`config.mk`:
```
export PLATFORM = sky130hd
export DESIGN_NAME = genbuf_rx_responder_flat
export DESIGN_NICKNAME = d
export VERILOG_FILES = /design/src/rtl/genbuf_rx_pkg.sv /design/src/rtl/genbuf_rx_responder_if.sv /design/src/rtl/genbuf_rx_fifo.sv /design/src/rtl/genbuf_rx_responder.sv /design/src/flat_wrapper.sv
export SDC_FILE = /design/constraint.sdc
export NUM_CORES = 1
export LEC_CHECK = 0
export ABC_CLOCK_PERIOD_IN_PS = 3100
export CORE_MARGIN = 2
export CORE_UTILIZATION = 46
export CTS_BUF_LIST = sky130_fd_sc_hd__clkbuf_16
export DETAILED_ROUTE_END_ITERATION = 8
export PLACE_DENSITY_LB_ADDON = 0.3
export RECOVER_POWER = 25
export SYNTH_ARGS = -nofsm -noshare
export SYNTH_HDL_FRONTEND = slang
export SYNTH_SLANG_ARGS = --single-unit
```
`constraint.sdc`:
```
create_clock -name clk -period 3.1 [get_ports clk]
set_input_delay 0.31 -clock clk [delete_from_list [all_inputs] [get_ports clk]]
set_output_delay 0.31 -clock clk [all_outputs]
set_load 0.05 [all_outputs]
```
`src/rtl/genbuf_rx_pkg.sv`:
```
// ----------------------------------------------------------------------------
// Module   : genbuf_rx_pkg
// Brief    : Shared types and widths for the genbuf receiver-side responder.
// Revision : 1.0
// ----------------------------------------------------------------------------
`default_nettype none

package genbuf_rx_pkg;

  localparam int c_num_ch = 2;
  localparam int c_lat_w  = 4;
  localparam int c_stat_w = 16;

  typedef enum logic [1:0] {
    IDLE = 2'd0,
    WAIT = 2'd1,
    ACK  = 2'd2
  } rx_state_t;

endpackage

`default_nettype wire

```
`src/rtl/genbuf_rx_responder_if.sv`:
```
// ----------------------------------------------------------------------------
// Module   : genbuf_rx_responder_if
// Brief    : Buffer-side request/ack and consumer-side FIFO head signals.
// Revision : 1.0
// ----------------------------------------------------------------------------
`default_nettype none

interface genbuf_rx_responder_if #(
  parameter int DW = 8
);

  logic [1:0]    btor_req;
  logic [DW-1:0] buf_data;
  logic [1:0]    rtob_ack;
  logic          out_valid;
  logic [DW-1:0] out_data;
  logic          out_ready;

  // master: the buffer and downstream consumer environment
  modport master (
    output btor_req,
    output buf_data,
    output out_ready,
    input  rtob_ack,
    input  out_valid,
    input  out_data
  );

  // slave: the responder itself
  modport slave (
    input  btor_req,
    input  buf_data,
    input  out_ready,
    output rtob_ack,
    output out_valid,
    output out_data
  );

endinterface

`default_nettype wire

```
`src/rtl/genbuf_rx_fifo.sv`:
```
// ----------------------------------------------------------------------------
// Module   : genbuf_rx_fifo
// Brief    : DEPTH x DW synchronous FIFO, simultaneous push/pop, no bypass.
// Revision : 1.0
// ----------------------------------------------------------------------------
`default_nettype none

module genbuf_rx_fifo #(
  parameter int DW    = 8,
  parameter int DEPTH = 4
) (
  input  wire                     clk,
  input  wire                     rst_n,
  input  wire                     push,
  input  wire  [DW-1:0]           push_data,
  input  wire                     pop,
  output logic [DW-1:0]           head_data,
  output logic                    head_valid,
  output logic [$clog2(DEPTH):0]  count
);

  localparam int c_aw = $clog2(DEPTH);

  logic [DW-1:0]   r_mem [DEPTH];
  logic [c_aw-1:0] r_wr_ptr;
  logic [c_aw-1:0] r_rd_ptr;
  logic [c_aw:0]   r_count;

  logic w_do_pop;
  logic w_do_push;
  logic w_full;

  assign w_full    = (r_count == (c_aw+1)'(DEPTH));
  assign w_do_pop  = pop && (r_count != '0);
  // A pop in the same cycle frees the slot a push into a full FIFO needs.
  assign w_do_push = push && (!w_full || w_do_pop);

  always_ff @(posedge clk) begin
    if (w_do_push) begin
      r_mem[r_wr_ptr] <= push_data;
    end
  end

  always_ff @(posedge clk or negedge rst_n) begin
    if (!rst_n) begin
      r_wr_ptr <= '0;
      r_rd_ptr <= '0;
      r_count  <= '0;
    end else begin
      if (w_do_push) begin
        r_wr_ptr <= r_wr_ptr + c_aw'(1);
      end
      if (w_do_pop) begin
        r_rd_ptr <= r_rd_ptr + c_aw'(1);
      end
      case ({w_do_push, w_do_pop})
        2'b10:   r_count <= r_count + (c_aw+1)'(1);
        2'b01:   r_count <= r_count - (c_aw+1)'(1);
        default: r_count <= r_count;
      endcase
    end
  end

  assign head_data  = r_mem[r_rd_ptr];
  assign head_valid = (r_count != '0);
  assign count      = r_count;

endmodule

`default_nettype wire

```
`src/rtl/genbuf_rx_responder.sv`:
```
// ----------------------------------------------------------------------------
// Module   : genbuf_rx_responder
// Brief    : Two-channel genbuf receiver responder with shared local FIFO.
//            GENBUF_RX_STATS_EN enables per-channel completion counters.
// Revision : 1.0
// ----------------------------------------------------------------------------
`default_nettype none

module genbuf_rx_responder
  import genbuf_rx_pkg::*;
#(
  parameter int DW      = 8,
  parameter int ACK_LAT = 2,
  parameter int DEPTH   = 4
) (
  input  wire                    clk,
  input  wire                    rst_n,
  genbuf_rx_responder_if.slave   bus,
  output logic                   proto_err,
  output logic [c_stat_w-1:0]    stat_cnt0,
  output logic [c_stat_w-1:0]    stat_cnt1
);

  localparam int                 c_cw      = $clog2(DEPTH) + 1;
  localparam logic [c_lat_w-1:0] c_ack_lat = c_lat_w'(ACK_LAT);

  logic [c_cw-1:0]                   w_count;
  logic                              w_fifo_valid;
  logic [DW-1:0]                     w_fifo_data;
  logic                              w_pop;
  logic [c_num_ch-1:0]               w_push;
  logic [c_num_ch-1:0]               w_in_wait;
  logic [c_num_ch-1:0]               w_drop;
  logic [c_num_ch-1:0]               w_ack;
  logic [1:0]                        w_reserved;
  logic [c_cw:0]                     w_need;
  logic                              w_slot_free;
  logic                              w_both;
  logic [c_num_ch-1:0][c_stat_w-1:0] w_stat;
  logic                              r_proto_err;

  assign w_pop      = w_fifo_valid && bus.out_ready;
  assign w_both     = &bus.btor_req;
  assign w_reserved = {1'b0, w_in_wait[0]} + {1'b0, w_in_wait[1]};

  // Occupancy after this cycle's pop plus slots already promised to WAIT channels.
  assign w_need      = {1'b0, w_count} - (c_cw+1)'(w_pop) + (c_cw+1)'(w_reserved);
  assign w_slot_free = (w_need < (c_cw+1)'(DEPTH));

  for (genvar i = 0; i < c_num_ch; i++) begin : g_ch
    rx_state_t          r_state;
    logic [c_lat_w-1:0] r_cnt;
    logic               r_ack;
    logic               w_go;
    logic               w_start;
    logic               w_fire;

    // Channel 1 freezes whenever both requests collide; channel 0 wins.
    assign w_go         = (i == 0) || !w_both;
    assign w_start      = w_go && (r_state == IDLE) && bus.btor_req[i] && w_slot_free;
    assign w_fire       = w_go && (r_state == WAIT) && bus.btor_req[i] && (r_cnt == '0);
    assign w_push[i]    = w_fire || (w_start && (c_ack_lat == '0));
    assign w_drop[i]    = (r_state == WAIT) && !bus.btor_req[i];
    assign w_in_wait[i] = (r_state == WAIT);
    assign w_ack[i]     = r_ack;

    always_ff @(posedge clk or negedge rst_n) begin
      if (!rst_n) begin
        r_state <= IDLE;
        r_cnt   <= '0;
        r_ack   <= 1'b0;
      end else if (w_go) begin
        case (r_state)
          IDLE: begin
            if (w_start) begin
              r_cnt <= c_ack_lat;
              if (c_ack_lat == '0) begin
                r_state <= ACK;
                r_ack   <= 1'b1;
              end else begin
                r_state <= WAIT;
              end
            end
          end
          WAIT: begin
            if (!bus.btor_req[i]) begin
              r_state <= IDLE;
            end else if (r_cnt == '0) begin
              r_state <= ACK;
              r_ack   <= 1'b1;
            end else begin
              r_cnt <= r_cnt - c_lat_w'(1);
            end
          end
          ACK: begin
            if (!bus.btor_req[i]) begin
              r_state <= IDLE;
              r_ack   <= 1'b0;
            end
          end
          default: begin
            r_state <= IDLE;
            r_ack   <= 1'b0;
          end
        endcase
      end
    end

`ifdef GENBUF_RX_STATS_EN
    logic [c_stat_w-1:0] r_stat;

    always_ff @(posedge clk or negedge rst_n) begin
      if (!rst_n) begin
        r_stat <= '0;
      end else if (w_go && (r_state == ACK) && !bus.btor_req[i] && (r_stat != '1)) begin
        r_stat <= r_stat + c_stat_w'(1);
      end
    end

    assign w_stat[i] = r_stat;
`else
    assign w_stat[i] = '0;
`endif
  end

  always_ff @(posedge clk or negedge rst_n) begin
    if (!rst_n) begin
      r_proto_err <= 1'b0;
    end else if (w_both || (|w_drop)) begin
      r_proto_err <= 1'b1;
    end
  end

  genbuf_rx_fifo #(
    .DW    (DW),
    .DEPTH (DEPTH)
  ) u_fifo (
    .clk        (clk),
    .rst_n      (rst_n),
    .push       (|w_push),
    .push_data  (bus.buf_data),
    .pop        (w_pop),
    .head_data  (w_fifo_data),
    .head_valid (w_fifo_valid),
    .count      (w_count)
  );

  assign bus.rtob_ack  = w_ack;
  assign bus.out_valid = w_fifo_valid;
  assign bus.out_data  = w_fifo_data;
  assign proto_err     = r_proto_err;
  assign stat_cnt0     = w_stat[0];
  assign stat_cnt1     = w_stat[1];

endmodule

`default_nettype wire
```
`src/flat_wrapper.sv`:
```
// flat-port wrapper written by rule: the top's interface ports become plain ports
module genbuf_rx_responder_flat import genbuf_rx_pkg::*;
#(
  parameter int DW      = 8,
  parameter int ACK_LAT = 2,
  parameter int DEPTH   = 4
)
  (clk, rst_n, proto_err, stat_cnt0, stat_cnt1, bus_btor_req, bus_buf_data, bus_out_ready, bus_rtob_ack, bus_out_valid, bus_out_data);
  genbuf_rx_responder_if #(.DW(DW)) bus_i ();
  input  wire clk;
  input  wire rst_n;
  output logic proto_err;
  output logic [c_stat_w-1:0] stat_cnt0;
  output logic [c_stat_w-1:0] stat_cnt1;
  input wire logic [$bits(bus_i.btor_req)-1:0] bus_btor_req;
  input wire logic [$bits(bus_i.buf_data)-1:0] bus_buf_data;
  input wire logic [$bits(bus_i.out_ready)-1:0] bus_out_ready;
  output wire logic [$bits(bus_i.rtob_ack)-1:0] bus_rtob_ack;
  output wire logic [$bits(bus_i.out_valid)-1:0] bus_out_valid;
  output wire logic [$bits(bus_i.out_data)-1:0] bus_out_data;
  assign bus_i.btor_req = bus_btor_req;
  assign bus_i.buf_data = bus_buf_data;
  assign bus_i.out_ready = bus_out_ready;
  assign bus_rtob_ack = bus_i.rtob_ack;
  assign bus_out_valid = bus_i.out_valid;
  assign bus_out_data = bus_i.out_data;
  genbuf_rx_responder #(.DW(DW), .ACK_LAT(ACK_LAT), .DEPTH(DEPTH)) u_core (.clk(clk), .rst_n(rst_n), .bus(bus_i), .proto_err(proto_err), .stat_cnt0(stat_cnt0), .stat_cnt1(stat_cnt1));
endmodule
```
# --- Yosys cells after proc, flatten, opt, wreduce, memory -nomap -nowiden ---
# Memories as Yosys holds them, arrays and structs flattened.
# Index checks and enable logic that the tools add are counted.
classes:
  mux: 29
  reduce_logical: 38
  eq_ne: 19
  add_sub_neg: 9
  n_bitwise: 3
  order_cmp: 1
op_table:
  columns: ["op", "count"]
  rows:
  - ["$mux W4", 6]
  - ["$mux W2", 8]
  - ["$ne A2 B2 Y1 const B", 8]
  - ["$pmux W4 S2", 2]
  - ["$logic_and A1 B1 Y1", 15]
  - ["$pmux W2 S3", 2]
  - ["$reduce_and A4 Y1", 3]
  - ["$reduce_and A5 Y1", 2]
  - ["$logic_not A4 Y1", 2]
  - ["$mux W1", 8]
  - ["$sub A4 B1 Y4 const B", 2]
  - ["$eq A2 B1 Y1 const B", 3]
  - ["$eq A2 B2 Y1 const B", 3]
  - ["$ne A3 B3 Y1 const B", 2]
  - ["$pmux W1 S3", 2]
  - ["$pmux W3 S2", 1]
  - ["$reduce_bool A2 Y1", 3]
  - ["$add A2 B1 Y2 const B", 2]
  - ["$add A4 B2 Y4", 1]
  - ["$logic_not A1 Y1", 4]
  - ["$logic_not A2 Y1", 2]
  - ["$lt A4 B3 Y1 const B", 1]
  - ["$ne A2 B1 Y1 const B", 2]
  - ["$reduce_or A2 Y1", 2]
  - ["10 further kinds", 13]
word_totals:
  ram_bits: 32
  mem_count: 1
  wordCells: 110
  regBits: 22
  output_inout_bits: 44
  in_bits: 13
mem_list:
  columns: ["name", "words", "width", "rd", "rd_clocked_by_memory_dff", "write_ports", "line", "text"]
  rows:
  - ["u_core.u_fifo.r_mem", 4, 8, 1, 0, 1, "genbuf_rx_fifo.sv:24", "logic [DW-1:0] r_mem [DEPTH];"]

# --- Logic depth before layout (Yosys ltp) ---
logic_depth:
  depth_word: 9
  ltp_mapped: 9
  ltp_nobuf: 9

# --- Hierarchy ---
# From an unflattened synthesis, not the netlist that was laid out.
hier_totals:
  cells_unflattened: 246
  area_unflattened_um2: 3000.4
modules_own_cells:
  columns: ["module", "seq_area_each_um2", "cells_per_inst", "n_inst", "area_per_inst_um2"]
  rows:
  - ["genbuf_rx_fifo", 1136.1, 93, 1, 1660.3]
  - ["genbuf_rx_responder", 375.4, 153, 1, 1340.0]

# --- Least setup slack after synthesis ---
# Ideal clock, no wire load.
synth_path:
  kind: "reg-to-reg"
  start: "register u_core.g_ch[0].r_cnt[0]"
  end: "register u_core.u_fifo.r_count[2] (netlist: u_core.u_fifo.count[2])"
  path_slack_ps: 696
  arrival_time_ps: 2324
  stages_incl_launch_ff: 10
  setup_time_ps: 80
  t_required_ps: 3020
  path_buffers: 0
  period_less_slack_ps: 2404
  path_cell_list: "dfrtp_1 -> inv_1 -> ha_1 -> nor3b_2 -> a32oi_1 -> nand2_1 -> fa_1 -> or3_1 -> mux2i_1 -> xnor2_1"
synth_via:
  elab_chain_len: 6
  word_cells_on_any_way: 8
  cone_classes: "eq/ne: 2; mux: 1; reduce/logical: 5"
synth_lines:
  columns: ["item", "line", "text"]
  rows:
  - ["from (decl)", "genbuf_rx_responder.sv:52", "logic [c_lat_w-1:0] r_cnt;"]
  - ["from (signal assigned)", "genbuf_rx_responder.sv:76", "r_cnt <= c_ack_lat;"]
  - ["from (signal assigned)", "genbuf_rx_responder.sv:92", "r_cnt <= r_cnt - c_lat_w'(1);"]
  - ["$logic_not A4 Y1 (*)", "genbuf_rx_responder.sv:61", "assign w_fire = w_go && (r_state == WAIT) && bus.btor_req[i] && (r_cnt == '0);"]
  - ["$logic_and A1 B1 Y1 (*)", "genbuf_rx_responder.sv:61", null]
  - ["$reduce_or A2 Y1 (*)", "genbuf_rx_responder.sv:140", ".push (|w_push),"]
  - ["$logic_and A1 B1 Y1 (*)", "genbuf_rx_fifo.sv:36", "assign w_do_push = push && (!w_full || w_do_pop);"]
  - ["$eq A2 B1 Y1 / $eq A2 B2 Y1 (equally long branches)", "genbuf_rx_fifo.sv:56", "case ({w_do_push, w_do_pop})"]
  - ["$pmux W3 S2 / $reduce_bool A2 Y1 (equally long branches)", null, null]
  - ["to (signal assigned)", "genbuf_rx_fifo.sv:57", "2'b10: r_count <= r_count + (c_aw+1)'(1);"]
  - ["to (signal assigned)", "genbuf_rx_fifo.sv:58", "2'b01: r_count <= r_count - (c_aw+1)'(1);"]
  - ["to (signal assigned)", "genbuf_rx_fifo.sv:59", "default: r_count <= r_count;"]
  - ["to (decl)", "genbuf_rx_fifo.sv:27", "logic [c_aw:0] r_count;"]
# Every way passes the cells marked *; elsewhere a longest branch is shown, timed or not.
# A chain may end at the register's enable or synchronous reset.

# --- Final worst setup path ---
layout_path:
  start: "register u_core.u_fifo.r_rd_ptr[0]"
  end: "output bus_out_data[3]"
layout_via:
  elab_chain_len: 1
layout_lines:
  columns: ["item", "line", "text"]
  rows:
  - ["from (decl)", "genbuf_rx_fifo.sv:26", "logic [c_aw-1:0] r_rd_ptr;"]
  - ["from (signal assigned)", "genbuf_rx_fifo.sv:54", "r_rd_ptr <= r_rd_ptr + c_aw'(1);"]
  - ["$mem_v2 Z4 W8", null, null]
  - ["to (decl)", "flat_wrapper.sv:20", "output wire logic [$bits(bus_i.out_data)-1:0] bus_out_data;"]
# Every way passes these cells.

==> out/summary.txt <==
outcome = completed
WHS Path Cells = 1
Clock transition at path regs = 0.07 ns
Max Cap Viol = 0
critical path's top delay family = buffers and inverters
Area Growth Syn to Fin = 12.71%
Worst Path Required = 2.79 ns
row cnt = 28
post-CTS resize count = 0
synthesized instance count = 229
Max Fclk = 380.4 MHz
crit path DAT = 2.32 ns
TritonCTS Buffers = 5
die width = 83.05 µm
dpl cells = 326
Crit Path Max Fanout = 10
fraction of layout cells with a size suffix above 1 = 0.1158
average wire per standard cell = 14.07 µm
nets@finish = 284
routed vias = 1691
gr usage total = 0.1444
die area = 6896 µm²
Clock Path Buffers = 2
Synth Warn # = 0
Final Setup Violations = 0
Worst Setup Path Type = flip-flop to output port
overall die height = 83.05 µm
Final Wtd Congestion = 0.8028
Detail Route Antenna Nets = 0
fraction of registers with async set/reset = 0.4074
Post-synth top flop = edfxtp_1
Worst Tran Pin Value = 1.040 ns
crit-path max cell delay = 0.72 ns
ANT cells = 0
vias in the first global route = 1651
leakage = 1.354 nW
WP depth = 2
Avg Cell Area, Syn = 12.55 µm²
antenna violations before repair = 0
area of the mapped netlist = 2874 µm²
Post-synth EDFFs = 32
crit path time final = 2.629 ns
Hold Fails Final Rpt = 0
CTS tree = built
Hold WS = 0.4817 ns
#FFs+latches synth = 54
RSZ-0062 raised after global routing = no
drt first-iter violations = 53
CP Capture Type = output port
peak supply drop = 415.1 µV
fin cells = 334
final instance area = 3239 µm²
final wirelength = 4.699 mm
Detailed Place HPWL = 3.491 mm
slowest CP cell = clkdlybuf4s50_1
cts hold-fix bufs = 0
Hold Crit Class = flip-flop to flip-flop
synth unique cells = 51
Worst Skew = 0.004588 ns
Top Ports = 57
# clock sinks = 54
vias per inst = 5.063
initial core utilization = 0.4797
Power per Cell Area = 866.0 nW/µm²
clk_lat worst skew = 0.29 ns
Root Buffer = clkbuf_16
largest net degree at the start of global routing = 23
register area share after synthesis = 0.5259
Synth top area share = 0.3343
biggest area consumer among synthesized cells = edfxtp_1
largest cells by area after synthesis = edfxtp_1, dfrtp_1, buf_4
CP Cell Sequence = mux4_2 > clkdlybuf4s50_1
dpl cell area = 3085 µm²
router iterations before antenna repair = 4
final worst-path cycle share = 0.8481
total negative setup slack = 0 ns
number of remaining DRC errors = 0
Pins Over Slew Limit = 0
total core area = 5991 µm²
total gr overflow = 0
# Post-CTS Setup Buffers = 0
WP buf/inv = 1
H-tree level count = 2
reg2reg path depth = 9
Worst setup SP type = flip-flop
relative slew slack = 0.3044
port bufs = 24
first-pass GRT wire length = 8.004 mm
## area by class of cell
cell class	count	area, µm²
Clock buffer	5	125.1
Tap cell	75	93.84
Multi-Input combinational cell	153	1142
Timing Repair Buffer	30	285.3
Inverter	14	52.55
Clock inverter	3	28.78
Sequential cell	54	1511
Fill cell	494	2751
## where the power goes
group          switching, mW  internal (mW)  total (mW)
combinational          0.713          0.491        1.20
sequential             0.162          0.867        1.03
clock                  0.263          0.310       0.572
total                   1.14           1.67        2.81
## sequential cells by signal (all words and copies together), names as in the netlist
signal	count
u_core.u_fifo.r_mem	32
u_core.g_ch.r_ack	2
u_core.u_fifo.r_rd_ptr	2
u_core.u_fifo.r_wr_ptr	2
u_core.g_ch.r_state	4
u_core.g_ch.r_cnt	8
u_core.u_fifo.count	3
u_core.proto_err	1
## logic make-up after synthesis
kind of cell | share of synthesized area
fa+ha+maj | 0.05921
flops | 0.5259
xor+xnor | 0.01524
simple gates | 0.1106
other cells | 0.001305
compound gates | 0.09012
mux | 0.08054
buf+inv | 0.1171
## through the flow
stage | util | setup slack, ns | power, mW
3_3_place_gp | 0.5150 | 0.3926 | 2.231
5_1_grt | 0.5407 | 0.3393 | 2.988
2_1_floorplan | - | 0.6963 | 1.974
4_1_cts | 0.5407 | 0.4247 | 2.835
6_report | 0.5407 | 0.4710 | 2.805
3_5_place_dp | 0.5150 | 0.3475 | 2.260
## layer usage
metal	wire length [µm]	up-vias	GRT usage
li1	-	825	-
met3	158	6	0.03280
met1	2229	820	0.1919
met2	2232	40	0.2309
met5	0	-	0
met4	79	0	0.05663
## cell usage in the layout, fill, tap and decap left out, types with 3 or more instances in the layout
cell type	n
a211o_1	3
a21boi_0	3
a21oi_1	7
a31oi_1	4
and3_1	4
buf_4	6
clkbuf_16	5
clkdlybuf4s50_1	16
conb_1	32
dfrtp_1	22
dlygate4sd3_1	8
edfxtp_1	32
ha_1	12
inv_1	14
mux2i_1	4
mux4_2	8
nand2_1	9
nand2b_1	3
nand3_1	4
nor2_1	7
nor2b_1	4
nor3_1	6
o21a_1	3
o21ai_0	6
xnor2_1	3
## worst paths after layout
| kind | from | to | slack [ns] |
|---|---|---|---|
| setup / recovery | u_core.u_fifo.r_rd_ptr[0] | bus_out_data[3] | 0.47 |
| hold reg to reg | u_core.proto_err | u_core.proto_err | 0.48 |
| setup reg to reg | u_core.g_ch[0].r_cnt[0] | u_core.u_fifo.count[2] | 0.54 |
| max in group asynchronous | rst_n | u_core.u_fifo.r_wr_ptr[1] | 1.89 |
| hold / removal | u_core.proto_err | u_core.proto_err | 0.48 |
| min in group asynchronous | rst_n | u_core.g_ch[0].r_ack | 0.59 |
## synthesized netlist by cell type, types with 3 or more instances
library cell,instances
buf_4,34
a21oi_1,7
a21boi_0,3
nor2b_1,4
nand2_1,9
nor3_1,6
nor2_1,7
mux4_2,8
ha_1,12
xnor2_1,3
nand2b_1,3
dfrtp_1,22
nand3_1,4
edfxtp_1,32
a31oi_1,4
and3_1,4
mux2i_1,4
o21a_1,3
inv_1,14
a211o_1,3
o21ai_0,6
No activity file was read; power rests on OpenSTA's default activity.
